[config.mk]
export PLATFORM = sky130hd
export DESIGN_NAME = pwm_ramp_ctrl
export DESIGN_NICKNAME = d
export VERILOG_FILES = /design/src/rtl/pwm_ramp_ctrl.sv
export SDC_FILE = /design/constraint.sdc
export NUM_CORES = 1
export LEC_CHECK = 0
export BUFFER_PORTS_ARGS = -buffer_cell sky130_fd_sc_hd__buf_2
export CAP_MARGIN = 10
export CORE_MARGIN = 3
export CORE_UTILIZATION = 45
export DETAILED_ROUTE_END_ITERATION = 6
export PLACE_DENSITY = 0.71
export RECOVER_POWER = 100
export SYNTH_ARGS = -nofsm -noshare
export SYNTH_HDL_FRONTEND = slang
export SYNTH_SLANG_ARGS = --single-unit
export TNS_END_PERCENT = 50
[constraint.sdc]
create_clock -name clk -period 5 [get_ports clk]
set_input_delay 0 -clock clk [delete_from_list [all_inputs] [get_ports clk]]
set_output_delay 0 -clock clk [all_outputs]
set_load 0.005 [all_outputs]
[src/rtl/pwm_ramp_ctrl.sv]
// pwm_ramp_ctrl: Avalon-MM configured duty/direction sequencer in front of pwm_gen.
// Ramps duty toward a software target per tick; reversals go brake -> dead time -> flip -> ramp.
module pwm_ramp_ctrl #(
  parameter int DUTY_W     = 8,
  parameter int TICK_DIV   = 50000,
  parameter int DEAD_TICKS = 10
) (
  input  logic              clk,
  input  logic              reset,
  input  logic [1:0]        avs_address,
  input  logic              avs_write,
  input  logic [31:0]       avs_writedata,
  input  logic              avs_read,
  output logic [31:0]       avs_readdata,
  input  logic              estop_i,
  output logic [DUTY_W-1:0] duty_o,
  output logic              dir_o,
  output logic              pwm_en_o,
  output logic              busy_o
);

  typedef enum logic [2:0] {
    ST_IDLE  = 3'd0,
    ST_RAMP  = 3'd1,
    ST_HOLD  = 3'd2,
    ST_BRAKE = 3'd3,
    ST_DEAD  = 3'd4
  } state_t;

  localparam int PRE_W  = $clog2(TICK_DIV);
  localparam int DEAD_W = $clog2(DEAD_TICKS + 1);
  localparam logic [DUTY_W-1:0] DUTY_ZERO = {DUTY_W{1'b0}};
  localparam logic [DEAD_W-1:0] DEAD_ZERO = {DEAD_W{1'b0}};

  // One saturating step from cur toward tgt, done one bit wider so it cannot wrap.
  function automatic logic [DUTY_W-1:0] ramp_toward(
    input logic [DUTY_W-1:0] cur,
    input logic [DUTY_W-1:0] tgt,
    input logic [DUTY_W-1:0] step
  );
    logic [DUTY_W:0]   wide;
    logic [DUTY_W-1:0] res;
    if (cur < tgt) begin
      wide = {1'b0, cur} + {1'b0, step};
      res  = (wide > {1'b0, tgt}) ? tgt : wide[DUTY_W-1:0];
    end else begin
      wide = {1'b0, cur} - {1'b0, step};
      res  = (wide[DUTY_W] || (wide[DUTY_W-1:0] < tgt)) ? tgt : wide[DUTY_W-1:0];
    end
    return res;
  endfunction

  state_t            state_r, state_nxt_s;
  logic [PRE_W-1:0]  presc_r;
  logic [DEAD_W-1:0] dead_cnt_r, dead_nxt_s;
  logic [DUTY_W-1:0] duty_r, duty_nxt_s, target_r, step_r, step_eff_s, eff_tgt_s;
  logic              enable_r, dir_req_r, dir_r, pwm_en_r, busy_r;
  logic              dir_nxt_s, pwm_en_nxt_s, tick_s;
  logic [31:0]       readdata_r, rd_mux_s;
  logic [7:0]        duty_status_s;
  logic              unused_wdata_s;

  assign tick_s         = (presc_r == PRE_W'(TICK_DIV - 1));
  assign step_eff_s     = (step_r == DUTY_ZERO) ? DUTY_W'(1'b1) : step_r;
  assign eff_tgt_s      = (enable_r && !estop_i) ? target_r : DUTY_ZERO;
  assign duty_status_s  = 8'(duty_r);
  assign unused_wdata_s = &{1'b0, avs_writedata[31:DUTY_W]};

  // Free-running ramp tick prescaler
  always_ff @(posedge clk or posedge reset) begin
    if (reset) begin
      presc_r <= {PRE_W{1'b0}};
    end else if (tick_s) begin
      presc_r <= {PRE_W{1'b0}};
    end else begin
      presc_r <= presc_r + PRE_W'(1'b1);
    end
  end

  // Software registers; estop clears enable even against a simultaneous CTRL write
  always_ff @(posedge clk or posedge reset) begin
    if (reset) begin
      enable_r  <= 1'b0;
      dir_req_r <= 1'b0;
      target_r  <= DUTY_ZERO;
      step_r    <= DUTY_ZERO;
    end else begin
      if (avs_write && (avs_address == 2'd0)) begin
        enable_r  <= avs_writedata[0] & ~estop_i;
        dir_req_r <= avs_writedata[1];
      end else if (estop_i) begin
        enable_r  <= 1'b0;
      end
      if (avs_write && (avs_address == 2'd1)) begin
        target_r <= avs_writedata[DUTY_W-1:0];
      end
      if (avs_write && (avs_address == 2'd2)) begin
        step_r <= avs_writedata[DUTY_W-1:0];
      end
    end
  end

  // Read mux
  always_comb begin
    rd_mux_s = 32'd0;
    case (avs_address)
      2'd0:    rd_mux_s = {30'd0, dir_req_r, enable_r};
      2'd1:    rd_mux_s = 32'(target_r);
      2'd2:    rd_mux_s = 32'(step_r);
      2'd3:    rd_mux_s = {16'd0, duty_status_s, 3'd0, pwm_en_r, dir_r, state_r};
      default: rd_mux_s = 32'd0;
    endcase
  end

  // Registered read data, one cycle latency
  always_ff @(posedge clk or posedge reset) begin
    if (reset) begin
      readdata_r <= 32'd0;
    end else if (avs_read) begin
      readdata_r <= rd_mux_s;
    end
  end

  // Next-state and next-output logic; estop overrides every state
  always_comb begin
    state_nxt_s  = state_r;
    duty_nxt_s   = duty_r;
    dir_nxt_s    = dir_r;
    pwm_en_nxt_s = pwm_en_r;
    dead_nxt_s   = dead_cnt_r;
    if (estop_i) begin
      state_nxt_s  = ST_IDLE;
      duty_nxt_s   = DUTY_ZERO;
      pwm_en_nxt_s = 1'b0;
    end else begin
      case (state_r)
        ST_IDLE: begin
          duty_nxt_s = DUTY_ZERO;
          dir_nxt_s  = dir_req_r;
          if (eff_tgt_s != DUTY_ZERO) begin
            state_nxt_s  = ST_RAMP;
            pwm_en_nxt_s = 1'b1;
          end else begin
            pwm_en_nxt_s = 1'b0;
          end
        end
        ST_RAMP: begin
          if (dir_req_r != dir_r) begin
            state_nxt_s = ST_BRAKE;
          end else if (duty_r == eff_tgt_s) begin
            if (eff_tgt_s == DUTY_ZERO) begin
              state_nxt_s  = ST_IDLE;
              pwm_en_nxt_s = 1'b0;
            end else begin
              state_nxt_s = ST_HOLD;
            end
          end else if (tick_s) begin
            duty_nxt_s = ramp_toward(duty_r, eff_tgt_s, step_eff_s);
          end else begin
            duty_nxt_s = duty_r;
          end
        end
        ST_HOLD: begin
          if (dir_req_r != dir_r) begin
            state_nxt_s = ST_BRAKE;
          end else if (eff_tgt_s != duty_r) begin
            state_nxt_s = ST_RAMP;
          end else begin
            state_nxt_s = ST_HOLD;
          end
        end
        ST_BRAKE: begin
          if (duty_r == DUTY_ZERO) begin
            state_nxt_s = ST_DEAD;
            dead_nxt_s  = DEAD_W'(DEAD_TICKS);
          end else if (dir_req_r == dir_r) begin
            state_nxt_s = ST_RAMP;
          end else if (tick_s) begin
            duty_nxt_s = ramp_toward(duty_r, DUTY_ZERO, step_eff_s);
          end else begin
            duty_nxt_s = duty_r;
          end
        end
        ST_DEAD: begin
          duty_nxt_s = DUTY_ZERO;
          if (dead_cnt_r == DEAD_ZERO) begin
            dir_nxt_s = dir_req_r;
            if (eff_tgt_s != DUTY_ZERO) begin
              state_nxt_s = ST_RAMP;
            end else begin
              state_nxt_s  = ST_IDLE;
              pwm_en_nxt_s = 1'b0;
            end
          end else if (tick_s) begin
            dead_nxt_s = dead_cnt_r - DEAD_W'(1'b1);
          end else begin
            dead_nxt_s = dead_cnt_r;
          end
        end
        default: begin
          state_nxt_s  = ST_IDLE;
          duty_nxt_s   = DUTY_ZERO;
          pwm_en_nxt_s = 1'b0;
        end
      endcase
    end
  end

  // FSM state and registered outputs
  always_ff @(posedge clk or posedge reset) begin
    if (reset) begin
      state_r    <= ST_IDLE;
      duty_r     <= DUTY_ZERO;
      dir_r      <= 1'b0;
      pwm_en_r   <= 1'b0;
      busy_r     <= 1'b0;
      dead_cnt_r <= DEAD_ZERO;
    end else begin
      state_r    <= state_nxt_s;
      duty_r     <= duty_nxt_s;
      dir_r      <= dir_nxt_s;
      pwm_en_r   <= pwm_en_nxt_s;
      dead_cnt_r <= dead_nxt_s;
      busy_r     <= (state_nxt_s == ST_RAMP) || (state_nxt_s == ST_BRAKE) ||
                    (state_nxt_s == ST_DEAD);
    end
  end

  assign duty_o       = duty_r;
  assign dir_o        = dir_r;
  assign pwm_en_o     = pwm_en_r;
  assign busy_o       = busy_r;
  assign avs_readdata = readdata_r;

endmodule
Yosys cells after proc, flatten, opt, wreduce, memory -nomap -nowiden --
Index checks and enable logic that the tools add are counted.
Word-level totals: bits in registers 84, input bits 39, output and inout bits 43, word-level logic and storage cells 125
Cells by class: add/subtract/negate cells 4, order comparisons 6, equal/unequal tests 31, multiplexer cells 46, bitwise logic cells 2, reductions and logical operators 24
Operator list (number):
- one-hot mux 32 bit (4 select lines) | 1
- two-way mux 8 bit | 15
- inequality test 3 bit, second input constant | 10
- zero test 8 bit | 3
- one-hot mux 8 bit (3 select lines) | 1
- two-way mux 3 bit | 7
- adder 16 x 1 -> 16 bit, second input constant | 1
- == test 16 bit, second input constant | 1
- < comparator 8 x 1 -> 1 bit, second input constant | 2
- < comparator 8 bit | 2
- two-way mux 16 bit | 1
- one-hot mux 3 bit (5 select lines) | 1
- two-way mux 4 bit | 3
- two-way mux 1 bit | 11
- inequality test 2 bit, second input constant | 5
- adder 8 x 8 -> 9 bit | 1
- == test 3 x 2 -> 1 bit, second input constant | 3
- greater-than comparator 9 x 1 -> 1 bit, second input constant | 1
- greater-than comparator 9 x 8 -> 1 bit | 1
- subtractor 8 x 8 -> 9 bit | 1
- == test 8 bit | 1
- inequality test 8 bit | 1
- one-hot mux 4 bit (2 select lines) | 1
- nonzero test 8 bit | 1
- other kinds (25) | 38

Longest topological paths before layout --
word-level depth 12, gate-level depth with buffers 20, gate-level depth less buffers 19

Worst setup path after synthesis --
OpenSTA, ideal clock, no wires.
kind reg2reg, from register step_r[5], to register duty_r[6] (netlist: duty_o[6]), setup time 0.126 ns, data arrival time 3.574 ns, required time 4.874 ns, slack 1.300 ns, cell stages (with the launch flop) 21, buffers on the path 1, period minus slack after synthesis 3.700 ns, path through dfrtp_1 nor4_1 a41o_1 ha_1 fa_1 nand2b_1 a221oi_1 nor2_1 nor2_1 nor2_1 xor2_1 ha_1 nand4_1 a21oi_1 nor4_1 o221ai_1 nor2_1 nor3_1 and3_1 buf_2 a221o_1
On the way: longest elaborated chain between the ends 12, elaborated cells between the ends (all ways) 24, classes of those cells 2 x add/sub; 4 x order compare; 15 x mux; 3 x reduce/logical
Ends and longest elaborated chain:
- start, declared | RTL line 56 | logic [DUTY_W-1:0] duty_r, duty_nxt_s, target_r, step_r, step_eff_s, eff_tgt_s;
- start signal, assigned | RTL line 98 | step_r <= avs_writedata[DUTY_W-1:0];
- zero test 8 bit | RTL line 64 | assign step_eff_s = (step_r == DUTY_ZERO) ? DUTY_W'(1'b1) : step_r;
- two-way mux 8 bit (*) | RTL line 64
- subtractor 8 x 8 -> 9 bit | RTL line 47 | wide = {1'b0, cur} - {1'b0, step};
- < comparator 8 x 1 -> 1 bit / < comparator 8 bit (equally long branches) | RTL line 48 | res = (wide[DUTY_W] || (wide[DUTY_W-1:0] < tgt)) ? tgt : wide[DUTY_W-1:0];
- logical OR 1 bit | RTL line 48
- two-way mux 8 bit | RTL line 48
- two-way mux 8 bit | RTL line 43 | if (cur < tgt) begin
- two-way mux 8 bit (on tied branches) | RTL line 178, 157
- two-way mux 8 bit (on tied branches) | RTL line 176, 150
- two-way mux 8 bit (on tied branches) | RTL line 173, 148
- one-hot mux 8 bit (3 select lines) (*) | RTL line 136 | case (state_r)
- two-way mux 8 bit (*) | RTL line 131 | if (estop_i) begin
- end signal, assigned | RTL line 220 | duty_r <= duty_nxt_s;
- end, declared | RTL line 56
Every way passes the cells marked *; elsewhere a longest branch is shown, timed or not. The select of a mux whose other input is x is not followed. A chain may end at the register's enable or synchronous reset.

Final worst setup path --
from register step_r[4], to register duty_r[4] (netlist: duty_o[4])
Same word-level chain as after synthesis.

==> results.md <==
- Kind of critical path: reg2reg
- Most common cell on crit path: nor2_1
- Peak supply drop: 0.000223 V
- I/O pin count: 82
- Pleak: 2.25 nW
- Req. time, crit path: 5.22 ns
- Vias in the first global route: 3485
- Final setup vio count: 0
- Vias per inst: 5.63
- Yosys warning total: 0
- Max Fclk: 218 MHz
- CP cell instances: nor4_1 -> a41o_1 -> ha_1 -> inv_1 -> fa_1 -> a21oi_1 -> o21ai_0 -> o21a_1 -> nor2_1 -> xnor2_1 -> ha_1 -> o211ai_1 -> a31oi_1 -> a211oi_1 -> nor2_1 -> o21ai_0 -> nor2_1 -> a221o_1
- CTS-repair resized insts: 0
- Hold_buf cts: 10
- Routed Antenna Nets: 0
- Slew margin rel.: -139%
- Num CTS Buffers: 9
- Slowest cell on the critical path: dfrtp_1
- CTS tree: done
- Chip height: 107 µm
- Post-layout minimum cycle time: 4.59 ns
- Layout area overhead: 10.6%
- Ys flop type: dfrtp_1
- Synth top area cells: dfrtp_1 (37%), ha_1 (11%), mux2_2 (5.2%), nor2_1 (3.3%), nand2_1 (3.0%)
- Asr flop ratio synth: 100%
- HPWL after DPL: 8660 µm
- Postcts setup bufs: 0
- Largest net degree at the start of global routing: 69
- Share of the synthesized area in the top cell type: 37.1%
- Worst setup SP type: register
- Total power: 1.42 mW
- Avg Inst Size Synth: 9.51 µm²
- Seq/Total Area, Yosys: 37.1%
- GRT Resource Usage Total: 20.2%
- Root Driver: clkbuf_8
- Critical Path End Type: register
- Pre-Repair DR Iteration Count: 5
- Final hold violation count: 0
- Clock Tree Buf Depth: 2
- H-Tree Depth: 3
- Fin crit share: 91.8%
- Initial Util: 46.7%
- Post-placement cell count: 638
- Post-DP Area: 4840 µm²
- Setup TNS: 0 ns
- Tightest Pin Transition: 3.59 ns
- Status: complete, but fails checks
- CP Buf/Inv Count: 1
- CTS sink cnt: 68
- Initial antenna violation count: 0
- Layout Utilization: 51.6%
- Max_cap viols: 2
- Drt initial violations: 293
- Violated checks: max-capacitance violations, max-slew violations
- DR vias: 3738
- EDFF count, synth: 0
- Largest delay share family, worst path: compound AO/OA/AOI/OAI gates
- CP arrival: 4.81 ns
- Final net count: 608
- CP max stage delay: 0.45 ns
- Share of layout cells above drive strength 1: 13.6%
- Die Span X: 107 µm
- Largest area contributor in the netlist: dfrtp_1
- Layout Cells excl Fill: 664
- Syn Inst Count: 482
- Post-synthesis cell type count: 57
- Grt ovf: 0
- WL final: 11500 µm
- WL/cell: 17.4 µm
- Residual DRC: 0
- HP Class: in2reg
- Unrepaired setup endpoints after global routing: no
- PwrDens: 280 nW/µm²
- Slew Limit Fails: 86
- Layout Skew: 0.0172 ns
- Clock Latency Late Sink: 0.35 ns
- Mapped Area: 4580 µm²
- Max Fanout on Critical Path: 5
- Die ar.: 11400 µm²
- First-pass GRT wire length: 18100 µm
- Antenna diodes: 0
- Post-route cell area: 5070 µm²
- Core Area: 9820 µm²
- Flops & latches, synth: 68
- Port bufs: 41
- Worst-path clk slew: 0.09 ns
- Number of placement rows: 36
- GPL Wtd Cong: 0.918
[where the power goes]
group | leakage, nW | switching (mW) | internal (mW)
Sequential | 0.874 | 0.0552 | 0.591
Clock | 0.0860 | 0.226 | 0.182
Combinational | 1.29 | 0.209 | 0.157
Total | 2.25 | 0.491 | 0.929
[state kept, by name (all words and copies together) (netlist names), 3 cells and up]
signal        cells
presc_r          16
dead_cnt_r        4
avs_readdata     16
step_r            8
duty_o            8
target_r          8
state_r           3
[tightest hold or removal path: cells and delay by family]
| family | cells | cell delay, ns |
|---|---|---|
| AOI/OAI and AO/OA | 1 | 0.06 |
| and+or+nand+nor | 1 | 0.11 |
| buffers and inverters | 1 | 0.25 |
[metal layers]
| metal | up-vias | track usage (%) | wire (µm) |
|---|---|---|---|
| li1 | 1783 | - | - |
| met3 | 24 | 4.15 | 843 |
| met4 | 0 | 6.48 | 221 |
| met2 | 161 | 30.0 | 5050 |
| met5 | - | 0 | 0 |
| met1 | 1770 | 29.6 | 5420 |
[final timing paths]
kind,from,to,slack [ns],cells after the start
max in group asynchronous,reset,target_r[7],1.39,4
min in group asynchronous,reset,duty_o[1],1.59,4
min,avs_read,avs_readdata[10],0.13,3
min reg2reg,presc_r[13],presc_r[13],0.49,1
max,step_r[4],duty_o[4],0.41,18
max reg2reg,step_r[4],duty_o[4],0.41,18
[through the flow]
stage,worst slack [ns],hold WS [ns]
finish,0.412,0.131
global route,0.0739,0.148
CTS,0.487,0.117
detailed placement,0.630,0.253
global placement,0.608,0.246
floorplan,1.30,0.151
[cell usage after synthesis, types with 4 or more instances]
| cell type | count |
|---|---|
| buf_4 | 16 |
| ha_1 | 41 |
| nand3_1 | 7 |
| nand2_1 | 37 |
| a221o_1 | 6 |
| a22oi_1 | 6 |
| xor2_1 | 15 |
| nor2b_1 | 17 |
| and2_1 | 4 |
| a21oi_1 | 20 |
| o211ai_1 | 8 |
| nand2b_1 | 4 |
| nor3_1 | 9 |
| xnor2_1 | 11 |
| a211oi_1 | 5 |
| and3_1 | 4 |
| clkbuf_1 | 18 |
| nor2_1 | 40 |
| mux2_2 | 21 |
| nor4_1 | 4 |
| inv_1 | 29 |
| a32o_1 | 5 |
| o22ai_1 | 10 |
| dfrtp_1 | 68 |
| o21ai_0 | 18 |
| or3_1 | 4 |
[final cells by class]
type                            count  area [µm²]
Sequential cell                    68        1700
Clock buffer                        9         124
Inverter                           29         109
Fill cell                         964        4750
Multi-Input combinational cell    363        2610
Timing Repair Buffer               55         309
Tap cell                          133         166
Clock inverter                      7        51.3
[cell families after synthesis]
family	synth area share [%]
simple gates	17.4
xor+xnor	4.97
fa+ha+maj	12.1
buf+inv	6.80
mux	6.36
compound gates	15.2
other cells	0.0818
flops	37.1
[layout by cell type, fill, tap and decap left out, drive strengths merged, types with 4 or more instances in the layout]
master	n
a211oi	5
a21oi	20
a221o	6
a22oi	6
a32o	5
and2	4
and3	4
buf	30
clkbuf	24
conb	16
dfrtp	68
dlygate4sd3	10
ha	41
inv	31
mux2	21
nand2	37
nand2b	4
nand3	7
nor2	41
nor2b	17
nor3	9
nor4	5
o211ai	8
o21ai	18
o22ai	10
or3	4
xnor2	11
xor2	15
Power figures use the tool's default switching activity.
